--- src/rtl/pc_redirect_unit.sv ---
// ---------------------------------------------------------------------------
// pc_redirect_unit
//   Fetch-stage program counter with redirect capture and flush generation.
//
//   Next-PC priority: trap > resolved redirect > pending redirect > sequential.
//   A redirect or trap that arrives while fetch cannot advance is held in
//   pend_pc and applied on the first cycle fetch can advance. A newer event
//   arriving while one is pending replaces it.
//   Each time a non-sequential target is loaded into the PC ("take"), a
//   one-cycle pulse walks down flush[0..FLUSH_STAGES-1], one stage per cycle.
//   The pulse train ignores stall.
//
// Parameters
//   W            PC width
//   RESET_VEC    PC value held in reset
//   INC          sequential increment, added modulo 2^W
//   FLUSH_STAGES number of flush outputs (>= 1)
//
// Ports
//   clk, rst       clock (rising edge), async active-high reset
//   pc_write       PC update enable from hazard unit
//   stall          fetch stall, PC holds while high
//   redir_valid/pc resolved branch/jump redirect, one-cycle pulse
//   trap_valid/pc  trap redirect, one-cycle pulse, beats redir_valid
//   pc             current fetch PC (registered)
//   pc_valid       pc holds a valid fetch address
//   redir_pending  a captured redirect waits to be applied
//   flush          flush[i] kills the wrong-path entry in front-end stage i
// ---------------------------------------------------------------------------
module pc_redirect_unit #(
  parameter int unsigned    W            = 32,
  parameter logic [W-1:0]   RESET_VEC    = '0,
  parameter int unsigned    INC          = 4,
  parameter int unsigned    FLUSH_STAGES = 2
) (
  input  logic                    clk,
  input  logic                    rst,
  input  logic                    pc_write,
  input  logic                    stall,
  input  logic                    redir_valid,
  input  logic [W-1:0]            redir_pc,
  input  logic                    trap_valid,
  input  logic [W-1:0]            trap_pc,
  output logic [W-1:0]            pc,
  output logic                    pc_valid,
  output logic                    redir_pending,
  output logic [FLUSH_STAGES-1:0] flush
);

  typedef enum logic {
    RUN  = 1'b0,
    PEND = 1'b1
  } state_e;

  state_e                state_q, state_d;
  logic [W-1:0]          pc_q, pc_d;
  logic [W-1:0]          pend_pc_q, pend_pc_d;
  logic                  pc_valid_q;
  // vld_pipe_q[0] marks "a take happened at the last edge"; the PC already
  // shows the new target then, so the flush train starts one stage later.
  logic [FLUSH_STAGES:0] vld_pipe_q, vld_pipe_d;

  logic                  adv;
  logic                  evt;
  logic [W-1:0]          evt_pc;
  logic                  take;

  assign adv    = pc_write & ~stall;
  assign evt    = trap_valid | redir_valid;
  // A trap beats a simultaneous redirect; the redirect is simply dropped.
  assign evt_pc = trap_valid ? trap_pc : redir_pc;

  // -------------------------------------------------------------------------
  // Next-state / next-PC selection
  // -------------------------------------------------------------------------
  always_comb begin
    state_d   = state_q;
    pc_d      = pc_q;
    pend_pc_d = pend_pc_q;
    take      = 1'b0;
    case (state_q)
      RUN: begin
        if (evt && adv) begin
          pc_d = evt_pc;
          take = 1'b1;
        end else if (evt) begin
          // Fetch is blocked: park the target until fetch can move.
          pend_pc_d = evt_pc;
          state_d   = PEND;
        end else if (adv) begin
          pc_d = pc_q + W'(INC);
        end
      end
      PEND: begin
        if (evt) begin
          // Newest event replaces the parked one; applied now if possible.
          pend_pc_d = evt_pc;
          if (adv) begin
            pc_d    = evt_pc;
            take    = 1'b1;
            state_d = RUN;
          end
        end else if (adv) begin
          pc_d    = pend_pc_q;
          take    = 1'b1;
          state_d = RUN;
        end
        // No sequential increment while a target is parked.
      end
      default: state_d = RUN;
    endcase
  end

  assign vld_pipe_d = {vld_pipe_q[FLUSH_STAGES-1:0], take};

  // -------------------------------------------------------------------------
  // State registers
  // -------------------------------------------------------------------------
  always_ff @(posedge clk or posedge rst) begin
    if (rst) begin
      state_q    <= RUN;
      pc_q       <= RESET_VEC;
      pend_pc_q  <= '0;
      pc_valid_q <= 1'b0;
      vld_pipe_q <= '0;
    end else begin
      state_q    <= state_d;
      pc_q       <= pc_d;
      pend_pc_q  <= pend_pc_d;
      pc_valid_q <= 1'b1;
      vld_pipe_q <= vld_pipe_d;
    end
  end

  assign pc            = pc_q;
  assign pc_valid      = pc_valid_q;
  assign redir_pending = (state_q == PEND);
  assign flush         = vld_pipe_q[FLUSH_STAGES:1];

endmodule

--- config.mk ---
export PLATFORM = sky130hd
export DESIGN_NAME = pc_redirect_unit
export DESIGN_NICKNAME = d
export VERILOG_FILES = /design/src/rtl/pc_redirect_unit.sv
export SDC_FILE = /design/constraint.sdc
export NUM_CORES = 1
export LEC_CHECK = 0
export ABC_AREA = 0
export CORE_AREA = 2 2 96 98
export CTS_BUF_LIST = sky130_fd_sc_hd__clkbuf_4 sky130_fd_sc_hd__clkbuf_8 sky130_fd_sc_hd__clkbuf_16
export DETAILED_ROUTE_END_ITERATION = 6
export DIE_AREA = 0 0 98 100
export PLACE_DENSITY = 0.87
export SYNTH_ARGS = -nofsm -noshare
export SYNTH_HDL_FRONTEND = slang
export SYNTH_SLANG_ARGS = --single-unit
--- constraint.sdc ---
create_clock -name clk -period 2.8 [get_ports clk]
set_clock_uncertainty 0.1 [all_clocks]
set_input_delay 0.84 -clock clk [delete_from_list [all_inputs] [get_ports clk]]
set_output_delay 0.84 -clock clk [all_outputs]
set_load 0.02 [all_outputs]
# Word-level counts from Yosys, hierarchy flattened
# Cells that the tools add are included.
[word_totals]
regBits = 69
word_cells = 34
inputBits = 70
[op_classes]
n_eq_ne = 4
n_mux = 18
n_bitwise = 4
n_reduce_logical = 2
addsub = 1
[ops]
columns = ["cell", "n"]
rows = [
  ["32-bit two-way mux", 9],
  ["32-bit case mux with 2 select lines", 2],
  ["32-bit by 3-bit adder with 32-bit output, second input constant", 1],
  ["3-bit != test, second input constant", 2],
  ["1-bit two-way mux", 5],
  ["1-bit case mux with 2 select lines", 2],
  ["3-bit AND reduction", 1],
  ["2-bit by 1-bit != test with 1-bit output, second input constant", 1],
  ["2-bit != test, second input constant", 1],
  ["1-bit NOT", 2],
  ["1-bit AND", 1],
  ["1-bit logical AND", 1],
  ["1-bit bitwise OR", 1],
]

# Depth between registers and ports, before layout
[depth]
depth_word = 6
depth_mapped = 8

# Worst setup path before layout
# Ideal clock, no wire load.
[synth_path]
kind = "input-to-reg"
from = "in trap_valid"
to = "reg pc_q[14] (netlist: pc[14])"
setup_slack_ns = 0.601
arrival_ns = 2.030
cell_stages = 6
n_path_buf = 2
path_cell_list = "or2_1 > buf_2 > a21o_1 > buf_6 > or4_1 > nand3_1"
[synth_via]
elab_chain_cells = 4
word_cells_on_any_way = 10
classes_between = "2 x eq/ne; 5 x mux; 1 x bitwise; 2 x reduce/logical"
[synth_lines]
columns = ["item", "line", "text"]
rows = [
  ["start, declared", "42", "input logic trap_valid,"],
  ["32-bit two-way mux or 1-bit bitwise OR (tied branches)", "71, 69", ""],
  ["32-bit two-way mux or 1-bit logical AND (tied branches)", "98, 83", ""],
  ["32-bit two-way mux (tied with other cells)", "95", "if (evt) begin"],
  ["32-bit case mux with 2 select lines or 3-bit AND reduction (tied branches)", "n/a", ""],
  ["end signal, assigned", "128", "pc_q <= pc_d;"],
  ["end, declared", "56", "logic [W-1:0] pc_q, pc_d;"],
]
# Several ways; a longest one is shown, not always the timed one. The select of a mux whose other input is x is not followed.
# A chain may end at the register's enable or synchronous reset.

# Worst setup path in the final report
[layout_path]
from = "reg state_q (netlist: redir_pending)"
to = "out redir_pending"
[layout_rtl]
columns = ["item", "line", "text"]
rows = [
  ["start, declared", "55", "state_e state_q, state_d;"],
  ["start signal, assigned", "127", "state_q <= state_d;"],
  ["end, declared", "46", "output logic redir_pending,"],
]
# No word-level cell between the ends.

==> flow_summary.toml <==
[run_status]
status = "finished clean"

[synthesis]
ys_warn_count = 0
syn_inst = 519
synth-edff-count = 0
yosysUniqueCellTypes = 61
ys_seq_area_share_pct = 40.4
synth_area_mm2 = 0.00427
synth_flop_cell = "dfrtp_1"
synth_fp_nets = 590
synth_seq_cells = 69
avgSynthCellArea_um2 = 8.23
async_flop_share_pct = 100

[drt]
routed_wirelength_mm = 14.1
wl_per_cell_um = 19.0
drt_pass1_iterations = 5
first_iter_violations = 385
via_per_inst = 6.35
drc = 0
ant_nets = 0
vias = 4706

[floorplanning]
dieArea_mm2 = 0.00980
die_w_um = 98
die_h_um = 100
ios = 106
initial_core_util_pct = 48.0
coreArea_mm2 = 0.00889
row_count = 35

[layout]
drive_gt1_share_pct = 10.0
nets = 696
regArea_mm2 = 0.00173
final_util_pct = 64.7
syn_to_final_growth_pct = 34.7
n_antenna_cell = 0
multiInputGateArea_mm2 = 0.00230
fill_cells = 742
fin_cells = 741

[clock_tree]
cts-buffers-inserted = 9
path_clk_slew_ns = 0.08
cts_sinks = 69
cts.htree.levels = 3
clk_latency_ns = 0.35
cts_setup_buffers = 0
cts_hold_buf = 0
cts_tree = "yes"
ctsResizeCount = 0
clockRootBuffer = "clkbuf_8"
clockBufferDepth = 2

[sta]
setup-violations-final = 0
hold_slack_ns = 0.255
drv_slew = 0
layout_worst_path_cycle_share_pct = 87.4
max_slew_margin_pct = 56.5
max_freq_mhz = 408
rsz0062_at_grt = "no"
min_period_ns = 2.45
worst_slew_pin_slew_ns = 0.649
fin_tns_setup_ns = 0
final_hold_viol_count = 0

[pwr]
p_int_mw = 2.06
power.leakage_nw = 2.37
switchingPower_mw = 1.01
peakVddDrop_mv = 0.316
pwr_density_cell_mw_per_mm2 = 533
pwr-share-comb_pct = 29.2
seqPwrFrac_pct = 42.1
total_power_mw = 3.06
swShare_pct = 32.9
clkPwrFrac_pct = 28.7

[critical_path]
path_delay_family = "buffers and inverters"
worst-setup-path-type = "register to primary output"
worst_setup_path_end_kind = "primary output"
path_cells = "clkdlybuf4s50_1"
critical-path-slowest-cell = "clkdlybuf4s50_1"
crit_fanout = 7
worst-path-buf-inv = 1
critPathArrivalTime_ns = 1.51
worstPathRequired_ns = 1.86
cp-start-kind = "register"
max_stage_delay_ns = 0.67

[grt]
antenna_found_initial = 0
grt_pass1_vias = 4581
grt_pass1_wl_mm = 22.5
grt_max_degree = 51
grtUsageTotal_pct = 28.7
grt-ovfl-total = 0

[job]
drv_cap = 0

[placed_design]
gp_congestion = 0.920
io_buffers = 105
dpl.hpwl_mm = 10.4
dp_cells = 725

[min_path]
min_path_type = "register to register"
[worst paths after layout]
check                                             start                      end  slack (ns)  depth (start not counted)
worst max-delay path            redir_pending$_DFF_PP0_            redir_pending        0.35                          1
worst min-delay path            vld_pipe_q[0]$_DFF_PP0_  vld_pipe_q[1]$_DFF_PP0_        0.25                          0
worst max register to register        pc[2]$_DFFE_PP0P_       pc[18]$_DFFE_PP0P_        0.55                          6
worst min register to register  vld_pipe_q[0]$_DFF_PP0_  vld_pipe_q[1]$_DFF_PP0_        0.25                          0
max in group asynchronous                           rst       pc[15]$_DFFE_PP0P_        1.57                          3
min in group asynchronous                           rst       pc[29]$_DFFE_PP0P_        0.77                          3
[power groups by stage]
stage	clock [mW]	combinational, mW	sequential [mW]
after CTS	0.884	0.890	1.28
after global placement	0	0.862	1.29
final	0.879	0.894	1.29
after floorplan	0	0.372	1.36
after detailed placement	0	0.885	1.30
after global routing	0.929	0.966	1.31
[per-stage QoR]
| step | instance area [um^2] | setup WS [ns] |
|---|---|---|
| after floorplan | 4270 | 0.120 |
| after global placement | 5530 | 0.117 |
| after detailed placement | 5530 | 0.0426 |
| after CTS | 5750 | 0.355 |
| after global routing | 5750 | 0.291 |
| final | 5750 | 0.352 |
[cells by family (layout without fill, tap and decap cells)]
family | Yosys count | count (layout) | synth area share (%)
AOI/OAI and AO/OA | 205 | 205 | 29.0
other | 1 | 1 | 0.0878
DFF | 69 | 69 | 40.4
adders and majority gates | 1 | 1 | 0.293
and+or+nand+nor | 173 | 173 | 20.6
muxes | 17 | 17 | 3.99
buffers and inverters | 53 | 164 | 5.66
[per-layer routing]
layer | vias up | GRT usage [%] | wire, um
met5 | - | 0 | 0
met4 | 0 | 16.7 | 739
met3 | 53 | 5.78 | 1130
met2 | 272 | 46.8 | 6580
met1 | 2246 | 35.6 | 5650
li1 | 2135 | - | -
[flip-flops by register name, summed over array words and instances, names as in the netlist]
| signal | count |
|---|---|
| pc | 32 |
| pend_pc_q | 32 |
| vld_pipe_q | 3 |
| pc_valid | 1 |
| redir_pending | 1 |
[Yosys cell counts, types with 8 or more instances]
cell type	n	share of area [%]
nand2_1	71	6.2
dfrtp_1	69	40
o21ai_0	63	7.4
a21oi_1	58	6.8
nor2_1	22	1.9
clkbuf_1	21	1.8
o22ai_1	20	2.9
mux2i_1	17	4.0
nand3_1	16	1.9
a31oi_1	14	2.1
buf_2	13	1.5
nand3b_1	11	1.9
inv_1	9	0.79
nor3_1	8	0.94
[placed cells by master, fill, tap and decap left out, types with 3 or more instances in the layout]
cell             Yosys  layout
o211ai_1             4       4
mux2i_1             17      17
nand3_1             16      16
a31oi_1             14      14
and4_1               3       3
o31a_1               6       6
nor3_1               8       8
a221oi_1             4       4
a21oi_1             58      58
o21ai_0             63      63
dfrtp_1             69      69
clkdlybuf4s50_1      0     103
a22o_1               4       4
and3_1               5       5
and3b_1              4       4
clkbuf_8             0      12
nor4_1               3       3
nand4_1              6       6
buf_12               0       3
nand3b_1            11      11
o31ai_1              5       5
nand2_1             71      71
buf_4                5      31
inv_1                9       8
and2_1               4       4
a21o_1               5       5
nor2_1              22      22
nor2b_1              4       4
o22ai_1             20      20
[final cells by class]
cell class	instances	area share (%)
repair buffers	139	23.2
multi-input cells	397	40.0
well taps	111	2.42
flip-flops and latches	69	30.0
clock inverters	3	0.740
clock buffers	13	3.00
inverters	9	0.588
No activity file was read; power rests on OpenSTA's default activity.
